<file path="config.mk">
export PLATFORM = sky130hd
export DESIGN_NAME = vga_out
export DESIGN_NICKNAME = d
export VERILOG_FILES = /design/src/rtl/vga_out.sv
export SDC_FILE = /design/constraint.sdc
export NUM_CORES = 1
export LEC_CHECK = 0
export BUFFER_PORTS_ARGS = -buffer_cell sky130_fd_sc_hd__buf_2
export CAP_MARGIN = 20
export CORE_MARGIN = 5
export CORE_UTILIZATION = 56
export CTS_CLUSTER_DIAMETER = 40
export CTS_CLUSTER_SIZE = 12
export DETAILED_ROUTE_END_ITERATION = 16
export PLACE_DENSITY = 0.79
export SYNTH_ARGS = -nofsm -noshare
export SYNTH_HDL_FRONTEND = slang
export SYNTH_SLANG_ARGS = --single-unit
</file>
<file path="constraint.sdc">
create_clock -name clk -period 2.82 [get_ports clk]
set_input_delay 0.423 -clock clk [delete_from_list [all_inputs] [get_ports clk]]
set_output_delay 0.423 -clock clk [all_outputs]
set_load 0.005 [all_outputs]
</file>
<file path="src/rtl/vga_out.sv">
// VGA timing generator with a top-left image window: pixel tick from a clk/4 divider,
// sequential image read address, and one-tick colour/sync alignment for a 1-clk-latency source.
module vga_out #(
  parameter int H_ACTIVE = 640,
  parameter int H_FP     = 16,
  parameter int H_SYNC   = 96,
  parameter int H_BP     = 48,
  parameter int V_ACTIVE = 480,
  parameter int V_FP     = 10,
  parameter int V_SYNC   = 2,
  parameter int V_BP     = 33,
  parameter int IMG_W    = 160,
  parameter int IMG_H    = 120,
  parameter int ADDR_W   = 15
) (
  input  logic              clk,
  input  logic              rst,
  input  logic [3:0]        r,
  input  logic [3:0]        g,
  input  logic [3:0]        b,
  output logic [ADDR_W-1:0] pix_addr,
  output logic              pix_valid,
  output logic [3:0]        vga_r,
  output logic [3:0]        vga_g,
  output logic [3:0]        vga_b,
  output logic              hsync,
  output logic              vsync,
  output logic              frame_start
);
  localparam int H_TOTAL = H_ACTIVE + H_FP + H_SYNC + H_BP;
  localparam int V_TOTAL = V_ACTIVE + V_FP + V_SYNC + V_BP;
  localparam int HW = $clog2(H_TOTAL);
  localparam int VW = $clog2(V_TOTAL);

  localparam logic [HW-1:0] H_LAST = HW'(H_TOTAL - 1);
  localparam logic [HW-1:0] H_ACT  = HW'(H_ACTIVE);
  localparam logic [HW-1:0] H_IMG  = HW'(IMG_W);
  localparam logic [HW-1:0] H_SS   = HW'(H_ACTIVE + H_FP);
  localparam logic [HW-1:0] H_SE   = HW'(H_ACTIVE + H_FP + H_SYNC);
  localparam logic [VW-1:0] V_LAST = VW'(V_TOTAL - 1);
  localparam logic [VW-1:0] V_ACT  = VW'(V_ACTIVE);
  localparam logic [VW-1:0] V_IMG  = VW'(IMG_H);
  localparam logic [VW-1:0] V_SS   = VW'(V_ACTIVE + V_FP);
  localparam logic [VW-1:0] V_SE   = VW'(V_ACTIVE + V_FP + V_SYNC);

  logic [1:0]    r_div;
  logic [HW-1:0] r_h;
  logic [VW-1:0] r_v;
  logic          r_act;
  logic          r_hs_cur;
  logic          r_vs_cur;

  logic w_tick, w_active, w_window, w_hs_n, w_vs_n, w_first, w_h_wrap;

  assign w_tick   = (r_div == 2'd3);
  assign w_active = (r_h < H_ACT) && (r_v < V_ACT);
  assign w_window = (r_h < H_IMG) && (r_v < V_IMG);
  assign w_hs_n   = !((r_h >= H_SS) && (r_h < H_SE));
  assign w_vs_n   = !((r_v >= V_SS) && (r_v < V_SE));
  assign w_first  = (r_h == '0) && (r_v == '0);
  assign w_h_wrap = (r_h == H_LAST);

  // r_h/r_v name the pixel being presented on this tick; pix_valid/r_act then
  // describe it during the following tick, when its memory data arrives on r/g/b.
  always_ff @(posedge clk or posedge rst) begin
    if (rst) begin
      r_div       <= '0;
      r_h         <= '0;
      r_v         <= '0;
      r_act       <= 1'b0;
      r_hs_cur    <= 1'b1;
      r_vs_cur    <= 1'b1;
      pix_addr    <= '0;
      pix_valid   <= 1'b0;
      vga_r       <= '0;
      vga_g       <= '0;
      vga_b       <= '0;
      hsync       <= 1'b1;
      vsync       <= 1'b1;
      frame_start <= 1'b0;
    end else begin
      r_div       <= r_div + 2'd1;
      frame_start <= w_tick && w_first;
      if (w_tick) begin
        r_h <= w_h_wrap ? '0 : r_h + HW'(1);
        if (w_h_wrap)
          r_v <= (r_v == V_LAST) ? '0 : r_v + VW'(1);
        pix_valid <= w_window;
        r_act     <= w_active;
        if (w_first)
          pix_addr <= '0;
        else if (w_window)
          pix_addr <= pix_addr + ADDR_W'(1);
        if (pix_valid && r_act)
          {vga_r, vga_g, vga_b} <= {r, g, b};
        else
          {vga_r, vga_g, vga_b} <= '0;
        // Sync goes through the same one-tick delay as colour.
        r_hs_cur <= w_hs_n;
        r_vs_cur <= w_vs_n;
        hsync    <= r_hs_cur;
        vsync    <= r_vs_cur;
      end
    end
  end
endmodule

</file>
======== Word-level counts from Yosys, hierarchy flattened ========
Cells that the tools add are included.
operators by class
  div/mod/pow operators ................... 0
  reductions and logical operators ........ 14
  shift operators ......................... 0
  equality and inequality tests ........... 3
  add/sub/neg operators ................... 4
  multipliers ............................. 0
  mux-type cells .......................... 7
  bitwise logic cells ..................... 0
  $lt $le $gt $ge ......................... 8
operators by type and width
  cell                                                                                  count
  15-bit two-way mux                                                                    2
  10-bit by 1-bit adder with 10-bit output, second input constant                       2
  10-bit == test, second input constant                                                 2
  10-bit zero test                                                                      2
  10-bit less-than comparator, second input constant                                    2
  10-bit by 9-bit less-than comparator with 1-bit output, second input constant         2
  10-bit two-way mux                                                                    2
  15-bit by 1-bit adder with 15-bit output, second input constant                       1
  4-bit two-way mux                                                                     3
  10-bit greater-or-equal comparator, second input constant                             1
  10-bit by 9-bit greater-or-equal comparator with 1-bit output, second input constant  1
  10-bit by 7-bit less-than comparator with 1-bit output, second input constant         1
  10-bit by 8-bit less-than comparator with 1-bit output, second input constant         1
  1-bit logical AND                                                                     7
  2-bit AND reduction                                                                   2
  2-bit by 1-bit adder with 2-bit output, second input constant                         1
  2-bit == test, second input constant                                                  1
  1-bit zero test                                                                       2
  2-bit nonzero test                                                                    1
word-level totals
  bits in latches ......................... 0
  ROM bits ................................ 0
  output and inout bits ................... 31
  memories ................................ 0
  input port bits ......................... 14
  bits in registers ....................... 56
  memory bits (writable) .................. 0

======== Logic depth before layout (Yosys ltp) ========
  depth after elaboration ................. 4
  mapped depth ............................ 9
  mapped depth without buffers ............ 7

======== Least setup slack after synthesis ========
No wires, ideal clock.
  path type ............................... register to register
  start ................................... reg r_v[0]
  end ..................................... reg pix_addr[12]
  library setup time ...................... 128 ps
  slack ................................... 863 ps
  stages on the path, launching flop included .. 10
  arrival time ............................ 1829 ps
  cell sequence ........................... dfrtp_1 > inv_1 > ha_1 > or4b_4 > nor3_4 > and4_1 > buf_6 > buf_8 > a2bb2oi_2 > o31ai_1
between the ends
  cells in the longest elaborated chain, start to end .. 4
  elaborated cells between the ends (all ways) .. 7
  classes of those cells .................. order compare: 1; mux: 1; reduce/logical: 5
RTL lines
  what                                                                                               RTL line  source
  start: declaration                                                                                 48        logic [VW-1:0] r_v;
  start signal: assignment                                                                           87        r_v <= (r_v == V_LAST) ? '0 : r_v + VW'(1);
  10-bit by 7-bit less-than comparator with 1-bit output / 10-bit zero test (equally long branches)  57, 60
  1-bit logical AND, on equally long branches                                                        57, 60
  2-bit nonzero test (no source line)                                                                --
  2-bit AND reduction (no source line)                                                               --
  end signal: assignment                                                                             93        pix_addr <= pix_addr + ADDR_W'(1);
  end: declaration                                                                                   21        output logic [ADDR_W-1:0] pix_addr,
Parallel ways exist; a longest one is shown, timed or not.
A chain may end at the register's enable or synchronous reset.

======== Worst setup path in the final report ========
  start ................................... reg r_h[0]
  end ..................................... reg pix_addr[10]
between the ends
  cells in the longest elaborated chain, start to end .. 4
  elaborated cells between the ends (all ways) .. 7
  classes of those cells .................. order compare: 1; mux: 1; reduce/logical: 5
RTL lines
  what                                                                                               RTL line  source
  start: declaration                                                                                 47        logic [HW-1:0] r_h;
  start signal: assignment                                                                           85        r_h <= w_h_wrap ? '0 : r_h + HW'(1);
  10-bit by 8-bit less-than comparator with 1-bit output / 10-bit zero test (equally long branches)  57, 60
  1-bit logical AND, on equally long branches                                                        57, 60
  2-bit nonzero test (no source line)                                                                --
  2-bit AND reduction (no source line)                                                               --
Parallel ways exist; a longest one is shown, timed or not.

==> flow_metrics.tcl <==
set metrics [dict create \
    cp_data_arrival_time_ns 2.52 \
    seq_area_frac_synth_pct 49.08 \
    grt_overflow 0 \
    post_cts_resized 0 \
    worstPathRequired_ns 3.01 \
    synth_ff_type "dfrtp_1" \
    grt_util_met2_pct 33.22 \
    diodes 0 \
    avgSynthCellArea_um2 10.09 \
    io_buffers 44 \
    power_w 0.001296 \
    synth_xor_area_share_pct 2.751 \
    syn_nets 304 \
    synthAdderAreaFrac_pct 2.620 \
    htree_levels 2 \
    wl_um 6126 \
    power.static_leakage_nw 1.489 \
    insertion_delay_ns 0.31 \
    gr-usage-met3_pct 4.386 \
    start_util_pct 56.82 \
    worst_setup_path_start_kind "flip-flop" \
    post_cts_buffers 0 \
    fin_skew_ns 0.008032 \
    slew_headroom_pct 56.70 \
    setup_viol 0 \
    die_x_um 81.53 \
    clock-sinks 56 \
    die_area_um2 6647 \
    syn_inst 284 \
    met1_usage_pct 24.70 \
    antenna_found_initial 0 \
    path_clk_slew_ns 0.10 \
    drtIter0Drc 156 \
    cts_max_path_buffers 2 \
    synthArstFlopShare_pct 100.0 \
    pin_count 45 \
    end_kind "flip-flop" \
    synth_edf_count 0 \
    min_period_ns 2.334 \
    holdBufCountCts 0 \
    peakVddDrop_v 0.0002335 \
    yosys.area_share.simple_pct 22.62 \
    min_path_type "in -> async" \
    area_growth_pct 13.01 \
    grt_busiest_layer "met2" \
    core_area_um2 5042 \
    synthMuxAreaShare_pct 1.135 \
    viasPerCell 5.889 \
    critPathKind "reg -> reg" \
    synth_cell_type_count 48 \
    grt_max_degree 33 \
    cts-root-buf "clkbuf_8" \
    rsz0062_at_grt "false" \
    synth_warnings 0 \
    cts_buffers 5 \
    grt_pass1_wl_um 9867 \
    cp_max_fo 17 \
    grt_pass1_vias 2124 \
    globalplace.congestion 0.8101 \
    outcome "finished clean" \
    antenna_left 0 \
    finalCritPeriodShare_pct 82.75 \
    drv_slew 0 \
    num_vias 2332 \
    fmax_mhz 428.5 \
    drive_above_1_share_pct 25.46 \
    cts_tree "built" \
    synth_compound_area_share_pct 16.77 \
    dp_hpwl_um 4398 \
    synth-seq-cells 56 \
    p_per_area_nw_per_um2 400.4 \
    wl_per_cell_um 15.47 \
    finalNetCount 345 \
    tightest_slew_ns 0.6485 \
    synth_top_family_by_area "simple AND/OR/NAND/NOR gates" \
    track_usage_pct 19.45 \
    hold_viol_final 0 \
    dr.pass1.iters 4 \
    maxCapViolations 0 \
    row_count 26 \
    drc 0 \
    tns_ns 0 \
    dieHeight_um 81.53 \
    synth_area_um2 2865 \
]
-- state kept, by name, indices dropped and copies added, names as in the netlist --
name         count
vga_r            4
vsync            1
r_hs_cur         1
r_vs_cur         1
vga_g            4
r_act            1
r_h             10
pix_valid        1
vga_b            4
r_div            2
hsync            1
pix_addr        15
frame_start      1
r_v             10
-- cells in the final DEF, fill, tap and decap left out, types with 9 or more instances in the layout --
cell | Yosys | final
dfrtp_1 | 52 | 52
buf_2 | 1 | 44
nand2_1 | 32 | 32
o21ai_0 | 18 | 18
nand3_1 | 16 | 16
nand4_1 | 15 | 15
a22o_1 | 13 | 13
inv_1 | 12 | 11
nor2_1 | 10 | 10
o31ai_1 | 9 | 9
buf_4 | 1 | 9
-- critical path: stages (launching register included) --
cell     delay, ns
dfrtp_1       0.41
inv_1         0.11
ha_1          0.17
or3b_2        0.45
nor3_1        0.12
and4_1        0.24
buf_4         0.26
or2_1         0.33
o31ai_1       0.13
-- cells in the mapped netlist (2+ instances only) --
library cell  instances  area (um2)
nand4_1              15       93.84
a221o_1               2       20.02
ha_1                  6       75.07
or4b_2                2       20.02
nor4_1                6       37.54
nand2_1              32       120.1
nand3_1              16       80.08
and3_1                6       37.54
nor3_1                5       25.02
nand4b_1              2       17.52
a2bb2oi_2             7       105.1
and4_1                7       61.31
dfrtp_1              52        1301
dfstp_2               4       105.1
a21oi_1               5       25.02
and2_1                2       12.51
nor2_1               10       37.54
o31ai_1               9       67.56
clkbuf_1             15       56.30
xor2_1                4       35.03
o21ai_0              18       90.09
a22o_1               13       113.9
xnor2_1               5       43.79
a21o_1                2       15.01
or3b_2                2       17.52
inv_1                12       45.04
or3_1                 3       18.77
mux2_2                2       22.52
-- report_power, final --
group          internal (W)  switching [W]
logic             0.0000211      0.0000238
registers          0.000811     0.00000439
clock network      0.000177       0.000258
-- cell type report --
type                       count  area [um2]
fill                         427        1804
sequential                    56        1406
multi-input combinational    196        1315
timing repair buffer          54       295.3
tap                           70       87.58
clock buffer                   6       72.57
inverter                      12       45.04
clock inverter                 2       16.27
-- stage by stage --
stage | hold slack, ns | cell area [um2] | util, % | instances | setup WS, ns
after global routing | 0.2309 | 3238 | 64.22 | 396 | 0.3032
after global placement | 0.4126 | 3142 | 62.31 | 387 | 0.5406
after detailed placement | 0.4452 | 3142 | 62.31 | 387 | 0.4954
final | 0.1908 | 3238 | 64.22 | 396 | 0.4864
after CTS | 0.2073 | 3231 | 64.07 | 395 | 0.4711
after floorplan | 0.4006 | 2865 | - | 284 | 0.8632
-- metal layers --
metal | wire length (um) | vias up
met2 | 3066 | 47
met5 | 0 | -
met3 | 287 | 6
met4 | 73 | 0
li1 | - | 1125
met1 | 2699 | 1154
-- logic make-up after synthesis --
logic type	count (synthesis)
multiplexers	3
AND/OR/NAND/NOR	116
adder cells (fa/ha/maj)	6
buffers and inverters	32
XOR/XNOR	9
AO/OA/AOI/OAI	62
flip-flops	56
-- final timing paths --
check	start	endpoint	slack, ns	cells after the start
setup / recovery	r_h[0]	pix_addr[10]	0.49	8
hold / removal	rst	r_div[0]	0.19	2
setup reg to reg	r_h[0]	pix_addr[10]	0.49	8
hold reg to reg	r_div[0]	r_div[0]	0.46	1
max in group asynchronous	rst	pix_addr[3]	1.94	3
min in group clk	g[2]	vga_g[2]	0.32	2
(Power assumes the default switching activity.)
